`src/rtl/zero_pad_streamer.sv`:
```
// Wraps an unpadded channel-vector frame in a one-pixel border of zero vectors
// so the downstream 3x3 window stage sees a (W+2) x (H+2) frame.
module zero_pad_streamer #(
    parameter int DATA_W = 64,
    parameter int DIM_W  = 16
) (
    input  logic              clk,
    input  logic              rst,
    input  logic              start,
    input  logic [DIM_W-1:0]  in_channels,
    input  logic [DIM_W-1:0]  img_width,
    input  logic [DIM_W-1:0]  img_height,
    input  logic [DATA_W-1:0] s_data,
    input  logic              s_valid,
    output logic              s_ready,
    output logic [DATA_W-1:0] m_data,
    output logic              m_valid,
    output logic              busy,
    output logic              done
);

    typedef enum logic [2:0] {
        S_IDLE,
        S_TOP,
        S_LEFT,
        S_DATA,
        S_RIGHT,
        S_BOT,
        S_DONE
    } state_t;

    state_t             r_state;
    logic [DIM_W-1:0]   r_h;
    logic [31:0]        r_d_len;
    logic [31:0]        r_row_len;
    logic [31:0]        r_data_len;
    logic [31:0]        r_beat_cnt;
    logic [DIM_W-1:0]   r_row_cnt;
    logic [DATA_W-1:0]  r_m_data;
    logic               r_m_valid;
    logic               r_busy;
    logic               r_done;

    logic [DIM_W-1:0]   w_d;
    logic [16:0]        w_pw;
    logic               w_degenerate;
    logic [31:0]        w_seg_len;
    logic               w_zero_state;
    logic               w_xfer;
    logic               w_emit;
    logic               w_seg_end;
    logic [DIM_W-1:0]   w_row_next;

    assign w_d          = in_channels >> 3;
    assign w_pw         = {1'b0, img_width} + 17'd2;
    assign w_degenerate = (w_d == '0) || (img_width == '0) || (img_height == '0);

    always_comb begin
        w_seg_len = 32'd1;
        case (r_state)
            S_TOP, S_BOT:     w_seg_len = r_row_len;
            S_LEFT, S_RIGHT:  w_seg_len = r_d_len;
            S_DATA:           w_seg_len = r_data_len;
            default:          w_seg_len = 32'd1;
        endcase
    end

    assign w_zero_state = (r_state == S_TOP) || (r_state == S_LEFT) ||
                          (r_state == S_RIGHT) || (r_state == S_BOT);
    assign s_ready      = (r_state == S_DATA);
    assign w_xfer       = s_ready && s_valid;
    assign w_emit       = w_zero_state || w_xfer;
    assign w_seg_end    = w_emit && (r_beat_cnt == w_seg_len - 32'd1);
    assign w_row_next   = r_row_cnt + DIM_W'(1);

    // done is raised one cycle after DONE so it trails the last registered beat;
    // busy stays high through that done cycle and start is ignored meanwhile.
    always_ff @(posedge clk) begin
        if (!rst) begin
            r_state    <= S_IDLE;
            r_h        <= '0;
            r_d_len    <= '0;
            r_row_len  <= '0;
            r_data_len <= '0;
            r_beat_cnt <= '0;
            r_row_cnt  <= '0;
            r_m_data   <= '0;
            r_m_valid  <= 1'b0;
            r_busy     <= 1'b0;
            r_done     <= 1'b0;
        end else begin
            r_done    <= 1'b0;
            r_m_valid <= w_emit;
            if (w_xfer) begin
                r_m_data <= s_data;
            end else if (w_emit) begin
                r_m_data <= '0;
            end
            if (w_emit) begin
                r_beat_cnt <= w_seg_end ? 32'd0 : r_beat_cnt + 32'd1;
            end

            case (r_state)
                S_IDLE: begin
                    if (start && !r_busy) begin
                        r_h        <= img_height;
                        r_d_len    <= 32'(w_d);
                        r_row_len  <= 32'(w_pw) * 32'(w_d);
                        r_data_len <= 32'(img_width) * 32'(w_d);
                        r_beat_cnt <= '0;
                        r_row_cnt  <= '0;
                        r_busy     <= 1'b1;
                        r_state    <= w_degenerate ? S_DONE : S_TOP;
                    end else begin
                        r_busy <= 1'b0;
                    end
                end
                S_TOP: begin
                    if (w_seg_end) r_state <= S_LEFT;
                end
                S_LEFT: begin
                    if (w_seg_end) r_state <= S_DATA;
                end
                S_DATA: begin
                    if (w_seg_end) r_state <= S_RIGHT;
                end
                S_RIGHT: begin
                    if (w_seg_end) begin
                        r_row_cnt <= w_row_next;
                        r_state   <= (w_row_next == r_h) ? S_BOT : S_LEFT;
                    end
                end
                S_BOT: begin
                    if (w_seg_end) r_state <= S_DONE;
                end
                S_DONE: begin
                    r_done  <= 1'b1;
                    r_state <= S_IDLE;
                end
                default: r_state <= S_IDLE;
            endcase
        end
    end

    assign m_data  = r_m_data;
    assign m_valid = r_m_valid;
    assign busy    = r_busy;
    assign done    = r_done;

endmodule

```
`config.mk`:
```
export PLATFORM = sky130hd
export DESIGN_NAME = zero_pad_streamer
export DESIGN_NICKNAME = d
export VERILOG_FILES = /design/src/rtl/zero_pad_streamer.sv
export SDC_FILE = /design/constraint.sdc
export NUM_CORES = 1
export LEC_CHECK = 0
export CAP_MARGIN = 40
export CORE_MARGIN = 8
export CORE_UTILIZATION = 45
export CTS_BUF_LIST = sky130_fd_sc_hd__clkbuf_16
export CTS_CLUSTER_DIAMETER = 120
export DETAILED_ROUTE_END_ITERATION = 8
export GPL_ROUTABILITY_DRIVEN = 0
export PLACE_DENSITY_LB_ADDON = 0.05
export SLEW_MARGIN = 30
export SYNTH_ARGS = -nofsm -noshare
export SYNTH_HDL_FRONTEND = slang
export SYNTH_SLANG_ARGS = --single-unit
```
`constraint.sdc`:
```
create_clock -name clk -period 11.5 [get_ports clk]
set_input_delay 2.3 -clock clk [delete_from_list [all_inputs] [get_ports clk]]
set_output_delay 2.3 -clock clk [all_outputs]
set_load 0.005 [all_outputs]
```
Word level (Yosys, flattened, before mapping)
Index checks and enable logic that the tools add are counted.
W data, S select, Z words.
{"block": "op_classes", "add_sub_neg": 4, "multipliers": 2, "eq_ne": 14, "n_mux": 21, "n_reduce_logical": 21}
{"cell": "$mux W32", "n": 4}
{"cell": "$mux W64", "n": 2}
{"cell": "$pmux W32 S3", "n": 1}
{"cell": "$logic_not A16 Y1", "n": 3}
{"cell": "$add A32 B1 Y32 const B", "n": 1}
{"cell": "$eq A32 B32 Y1", "n": 1}
{"cell": "$mux W16", "n": 2}
{"cell": "$pmux W16 S2", "n": 1}
{"cell": "$sub A32 B1 Y32 const B", "n": 1}
{"cell": "$mul A17 B13 Y30", "n": 1}
{"cell": "$mul A16 B13 Y29", "n": 1}
{"cell": "$mux W3", "n": 8}
{"cell": "$pmux W3 S6", "n": 1}
{"cell": "$add A16 B2 Y17 const B", "n": 1}
{"cell": "$add A16 B1 Y16 const B", "n": 1}
{"cell": "$eq A16 B16 Y1", "n": 1}
{"cell": "$ne A2 B2 Y1 const B", "n": 5}
{"cell": "$eq A3 B3 Y1 const B", "n": 3}
{"cell": "$eq A3 B2 Y1 const B", "n": 2}
{"cell": "$logic_or A1 B1 Y1", "n": 6}
{"cell": "$reduce_and A6 Y1", "n": 1}
{"cell": "$reduce_bool A2 Y1", "n": 2}
{"cell": "$reduce_or A2 Y1", "n": 2}
{"cell": "$eq A3 B1 Y1 const B", "n": 1}
{"cell": "7 further kinds", "n": 10}
{"block": "totals", "reg_bits": 211, "out_inout_bits": 68, "elab_cells": 73}

Longest topological paths before layout
Gate-level depths: netlist of the first run.
{"block": "depth", "depth_word": 10, "mapped_depth": 31}

Least setup slack after synthesis of the first run
No wires, ideal clock.
{"block": "synth_timing", "path_type": "input to register", "start": "input img_width[3]", "end": "register r_row_len[29]", "arrival_time_ps": 8452, "required_time_ps": 11367, "slack_ps": 2915, "cell_stages": 29, "cell_sequence": "clkbuf_1 -> nand3_1 -> nor2_1 -> nand4_1 -> or2_2 -> nor2_1 -> xor2_1 -> clkbuf_1 -> nand2_1 -> fa_1 -> inv_1 -> fa_1 -> fa_1 -> fa_1 -> inv_1 -> fa_1 -> inv_1 -> ha_1 -> a21o_1 -> a21o_1 -> a21oi_1 -> a21boi_0 -> o21ai_0 -> nand2b_1 -> a21oi_1 -> o21ai_0 -> a21oi_1 -> nand4b_1 -> a31oi_1"}
{"block": "synth_via", "elab_chain_len": 2}
{"item": "from (decl)", "line_no": "11", "rtl": "input logic [DIM_W-1:0] img_width,"}
{"item": "$add A16 B2 Y17", "line_no": "55", "rtl": "assign w_pw = {1'b0, img_width} + 17'd2;"}
{"item": "$mul A17 B13 Y30", "line_no": "108", "rtl": "r_row_len <= 32'(w_pw) * 32'(w_d);"}
{"item": "to (signal assigned)", "line_no": "108"}
{"item": "to (decl)", "line_no": "35", "rtl": "logic [31:0] r_row_len;"}
Every way passes these cells.
A chain may end at the register's enable or synchronous reset.

Worst setup path after layout of the first run
{"block": "layout_timing", "start": "input img_width[3]", "end": "register r_row_len[25]"}
The elaborated chain is that of the path after synthesis.

==> results of run 1 <==
worst paths after layout:
kind / start / to / slack (ns) / depth (start not counted)
hold reg to reg: r_row_len[13] / r_row_len[13] / 0.45 / 2
setup / recovery: img_width[3] / r_row_len[25] / 2.23 / 30
hold / removal: r_row_len[13] / r_row_len[13] / 0.45 / 2
setup reg to reg: r_state[1] / r_beat_cnt[29] / 5.98 / 13
sequential cells by signal, indices dropped and copies added (netlist names):
name / flops
r_d_len: 13
r_state: 3
r_data_len: 29
r_beat_cnt: 32
done: 1
r_h: 16
r_row_cnt: 16
m_valid: 1
busy: 1
r_row_len: 29
m_data: 64
synthesized netlist by cell type (all sizes together), types with 40 or more instances:
cell type  number
and2          168
nand2         483
nor2          162
xnor2          90
ha            153
fa            319
a21oi         131
dfxtp         205
nand3          55
clkbuf        151
a22oi          68
nor3           40
xor2           56
o21ai          48
inv           415
critical path: cells and delay by family:
kind | cells | cell delay [ns]
AND/OR/NAND/NOR | 6 | 1.08
AO/OA/AOI/OAI | 9 | 1.92
adder cells (fa/ha/maj) | 6 | 2.84
buffers and inverters | 7 | 1.05
XOR/XNOR | 2 | 0.48
per-layer routing:
| metal | vias to the layer above | track usage | part of all wire |
|---|---|---|---|
| met4 | 0 | 0.0487 | 0.017 |
| li1 | 9404 | - | - |
| met3 | 76 | 0.0166 | 0.039 |
| met2 | 436 | 0.396 | 0.50 |
| met5 | - | 0 | 0 |
| met1 | 9747 | 0.296 | 0.44 |
stage by stage:
step,utilization,cell area (sq um),hold WS [ns],power [mW]
5_1_grt,0.516,27200,0.468,6.36
3_3_place_gp,0.499,26300,0.439,4.89
3_5_place_dp,0.500,26300,0.444,4.96
4_1_cts,0.514,27100,0.450,5.73
6_report,0.516,27200,0.452,5.68
2_1_floorplan,-,24000,0.427,3.96
logic make-up (layout without fill, tap and decap cells):
kind of cell    Yosys count  count (layout)  share of synthesized area
compound gates          365             365                      0.100
simple gates           1099            1099                      0.223
other cells               0               1                          0
mux                      14              14                    0.00585
xor+xnor                150             150                     0.0579
flops                   205             205                      0.171
buf+inv                 591             701                     0.0960
fa+ha+maj               472             472                      0.346
cell usage in the layout (no fill, tap or decap), drive strengths merged, types with 56 or more instances in the layout:
| cell | n |
|---|---|
| and2 | 168 |
| a22oi | 68 |
| buf | 68 |
| xnor2 | 90 |
| dfxtp | 205 |
| inv | 424 |
| a21oi | 131 |
| clkdlybuf4s50 | 174 |
| xor2 | 56 |
| nor2 | 162 |
| ha | 153 |
| nand2 | 483 |
| fa | 319 |
area by class of cell:
| cell class | count | area share |
|---|---|---|
| diodes | 1 | 0.0000922 |
| clock buffers | 25 | 0.0230 |
| clock inverters | 18 | 0.00447 |
| inverters | 415 | 0.0575 |
| multi-input cells | 2100 | 0.647 |
| flip-flops and latches | 205 | 0.151 |
| well taps | 688 | 0.0317 |
| repair buffers | 243 | 0.0846 |
power by group:
part | internal, mW | switching [mW]
registers | 0.772 | 0.0369
clock network | 0.416 | 0.315
logic | 1.74 | 2.40
==> results_dict.tcl, run 1 <==
set metrics [dict create \
    relSlewSlack 0.414 \
    cp_max_fo 18 \
    cts_tree "built" \
    wl_um 67900 \
    maxCapViolCount 0 \
    syn-num-nets 3484 \
    drcViolationCount 0 \
    synth_area_leaders "fa_1 (27%), dfxtp_1 (17%), ha_1 (8.0%), nand2_1 (7.6%), inv_1 (6.5%)" \
    dp.cells 3645 \
    first_pass_iters 5 \
    post_cts_buffers 0 \
    fin_ws_ns 2.23 \
    cp-start-kind "input pin" \
    rows 84 \
    die_w_um 247 \
    yosysTopAreaCell "fa_1" \
    cpPeakStageDelay_ns 0.55 \
    portBuffers 180 \
    path_clk_slew_ns 0.06 \
    nNetsFinal 3578 \
    die_h_um 247 \
    rsz0062_at_grt "no" \
    yosys_warnings 0 \
    hpwl_um 53200 \
    gr-usage-all-layers 0.224 \
    ys_types 82 \
    ctsLongestPathBuffers 3 \
    start_util 0.455 \
    synth_cells 2896 \
    synth_top_area_share 0.266 \
    cp_slowest_cell "fa_1" \
    required_ns 11.91 \
    peakVddDrop_v 0.000174 \
    grt_max_degree 80 \
    fin_setup_tns_ns 0 \
    wl_per_cell_um 18.4 \
    grt_pass1_wl_um 111000 \
    path_class "input pin to flop" \
    clock-sinks 205 \
    ys_seq_area_frac 0.171 \
    cts_made_buffers 25 \
    grt_overflow 0 \
    fin_crit_ns 9.27 \
    multi_input_comb_area_sq_um 17600 \
    ctsResizeCount 0 \
    viasPerCell 5.32 \
    arrival_ns 9.69 \
    end_kind "flop" \
    max_freq_mhz 108 \
    io_pins 184 \
    clk_latency_ns 0.54 \
    grt_pass1_vias 20400 \
    synth_area_sq_um 24000 \
    setup_viol 0 \
    cts-htree-levels 1 \
    area_growth_pct 13.3 \
    fin_crit_sh 0.806 \
    maxSlewViolCount 0 \
    syn_area_per_cell_sq_um 8.28 \
    async_reset_ff_frac 0 \
    synth_top_flop_cell "dfxtp_1" \
    num-fill-cells 5063 \
    drive_above_1_share 0.0459 \
    cellLeakagePower_nw 12.2 \
    skew_ns 0.0192 \
    status "complete, no violations" \
    dr_total_vias 19700 \
    hold_path.class "flop to flop" \
    dieArea_sq_um 60900 \
    core_sq_um 52700 \
    cts_hold_buf 0 \
    worst_pin_slew_ns 0.876 \
    ys_ff_latch 205 \
    antenna_left 0 \
    stdcell_count 3695 \
    hold_viol 0 \
    drtIter0Drc 1168 \
    synth_edf_count 0 \
    regArea_sq_um 4110 \
    cellPowerDensity_nw_per_um2 209 \
    clockRootBuffer "clkbuf_16" \
    antenna_found_initial 0 \
    place_ws_ns 1.37 \
]
Note: power is estimated with default switching activity, not from simulation.
==> run 2, diff against run 1 <==
Clock period 11.5 ns to 9.6 ns, I/O delays scaled along.
==> run 2 against run 1 <==
Combinational power increased by 23%; critical path depth decreased by 1; register-to-register slack got worse by 1.9 ns; clock power increased by 14%; wire length increased by 1.6%; die area unchanged; clock-buffer cell count decreased by 2; sequential share of layout area decreased by 0.053 points; clock skew decreased by 0.0016 ns; global-route usage about the same; non-clock buffer count increased by 15; critical path type unchanged; highest routed layer unchanged.
==> results_dict.tcl, run 2 (synthesis results as in run 1) <==
set metrics [dict create \
    place_ws_ns 0.269 \
    timing.rr.end "r_beat_cnt[24]" \
    first_pass_iters 5 \
    fin_ws_ns 0.757 \
    wl_per_cell_um 18.6 \
    path_class "input pin to flop" \
    hold_depth 2 \
    grt_pass1_vias 20500 \
    gr-usage-all-layers 0.224 \
    max_freq_mhz 113 \
    worst_pin_slew_ns 0.894 \
    wl_um 69000 \
    cts-htree-levels 1 \
    setup_viol 0 \
    dieArea_sq_um 60900 \
    ff2ff_setup_slack_ns 4.04 \
    cp_max_fo 4 \
    core_sq_um 52700 \
    required_ns 9.98 \
    clockRootBuffer "clkbuf_16" \
    start_util 0.455 \
    stdcell_count 3707 \
    maxSlewViolCount 0 \
    final_common_cell "nand2_1" \
    post_cts_buffers 0 \
    cts_hold_buf 0 \
    cts_made_buffers 23 \
    relSlewSlack 0.395 \
    grt_pass1_wl_um 111000 \
    final_area_sq_um 27300 \
    clk_latency_ns 0.52 \
    hold_path.class "flop to flop" \
    hpwl_um 55100 \
    fin_crit_sh 0.921 \
    ctsResizeCount 0 \
    die_h_um 247 \
    skew_ns 0.0176 \
    hold_end "r_row_len[13]" \
    rsz0062_at_grt "no" \
    largest_reg_flops 64 \
    end_kind "flop" \
    cpPeakStageDelay_ns 0.63 \
    hold_viol 0 \
    die_w_um 247 \
    cp-start-kind "input pin" \
    maxCapViolCount 0 \
    worst-path-buf-inv 6 \
    cp_slowest_cell "clkdlybuf4s50_1" \
    cellLeakagePower_nw 12.3 \
    min_from "r_row_len[13]" \
    cellPowerDensity_nw_per_um2 253 \
    peakVddDrop_v 0.000190 \
    path_clk_slew_ns 0.06 \
    antenna_left 0 \
    total_power_mw 6.90 \
    antenna_found_initial 1 \
    dp.cells 3664 \
    ctsLongestPathBuffers 3 \
    clock-sinks 205 \
    status "complete, no violations" \
    drive_above_1_share 0.0490 \
    fin_crit_ns 8.84 \
    rows 84 \
    grt_max_degree 80 \
    viasPerCell 5.34 \
    crit_family "adder cells" \
    rr_startpoint "r_state[1]" \
    drtIter0Drc 1202 \
    arrival_ns 9.23 \
    area_growth_pct 13.7 \
    cts_tree "built" \
    fin_setup_tns_ns 0 \
    r2r_cells 13 \
    drcViolationCount 0 \
    dr_total_vias 19800 \
    portBuffers 180 \
    io_pins 184 \
    dpl-instance-area_sq_um 26500 \
    antenna_cells 0 \
    nNetsFinal 3591 \
    grt_overflow 0 \
    final_cell_mix "nand2_1 (483), inv_1 (417), fa_1 (319)" \
]
==> run 2: cell types whose count changed in the layout (fill, tap and decap cells not counted), sizes merged, moves of 2 or more <==
cell / change
buf: +9
inv: -4
clkbuf: -2
clkinvlp: +2
clkdlybuf4s50: +6
clkinv: +2
==> run 2: final cells by class <==
class | instances | area (sq um)
Clock buffer | 23 | 576
Clock inverter | 18 | 123
Fill cell | 5047 | 25400
Inverter | 415 | 1560
Multi-Input combinational cell | 2100 | 17600
Sequential cell | 205 | 4110
Tap cell | 688 | 861
Timing Repair Buffer | 258 | 2430
==> run 2: where the power goes <==
| part | internal [mW] | leakage [nW] | switching, mW | total [mW] |
|---|---|---|---|---|
| sequential | 0.925 | 1.66 | 0.0445 | 0.969 |
| combinational | 2.11 | 10.3 | 2.98 | 5.09 |
| clock | 0.465 | 0.343 | 0.369 | 0.834 |
==> run 2: stage by stage <==
stage / hold slack (ns) / util
2_1_floorplan: 0.427 / -
4_1_cts: 0.450 / 0.517
6_report: 0.450 / 0.518
3_5_place_dp: 0.443 / 0.504
3_3_place_gp: 0.436 / 0.502
5_1_grt: 0.466 / 0.518
==> run 2: how the worst max path moves through the flow <==
stage / endpoint / cells past startpoint / slack, ns / start
2_1_floorplan: r_row_len[29] / 29 / 1.39 / img_width[3]
3_3_place_gp: r_row_len[25] / 29 / 0.34 / img_width[3]
3_5_place_dp: r_row_len[25] / 29 / 0.27 / img_width[3]
4_1_cts: r_row_len[25] / 29 / 0.78 / img_width[4]
5_1_grt: r_row_len[25] / 29 / 0.39 / img_width[4]
6_report: r_row_len[25] / 29 / 0.76 / img_width[3]
==> run 2: tightest hold or removal path, stage by stage (launching register included) <==
cell     delay (ns)
dfxtp_1        0.31
nand2_1        0.05
a21oi_1        0.05
==> run 2: metal layers <==
layer  GRT usage  vias up  share of wire
li1            -     9425              -
met1       0.292     9826           0.44
met2       0.401      469           0.50
met3      0.0177       74          0.041
met4      0.0497        0          0.021
met5           0        -              0
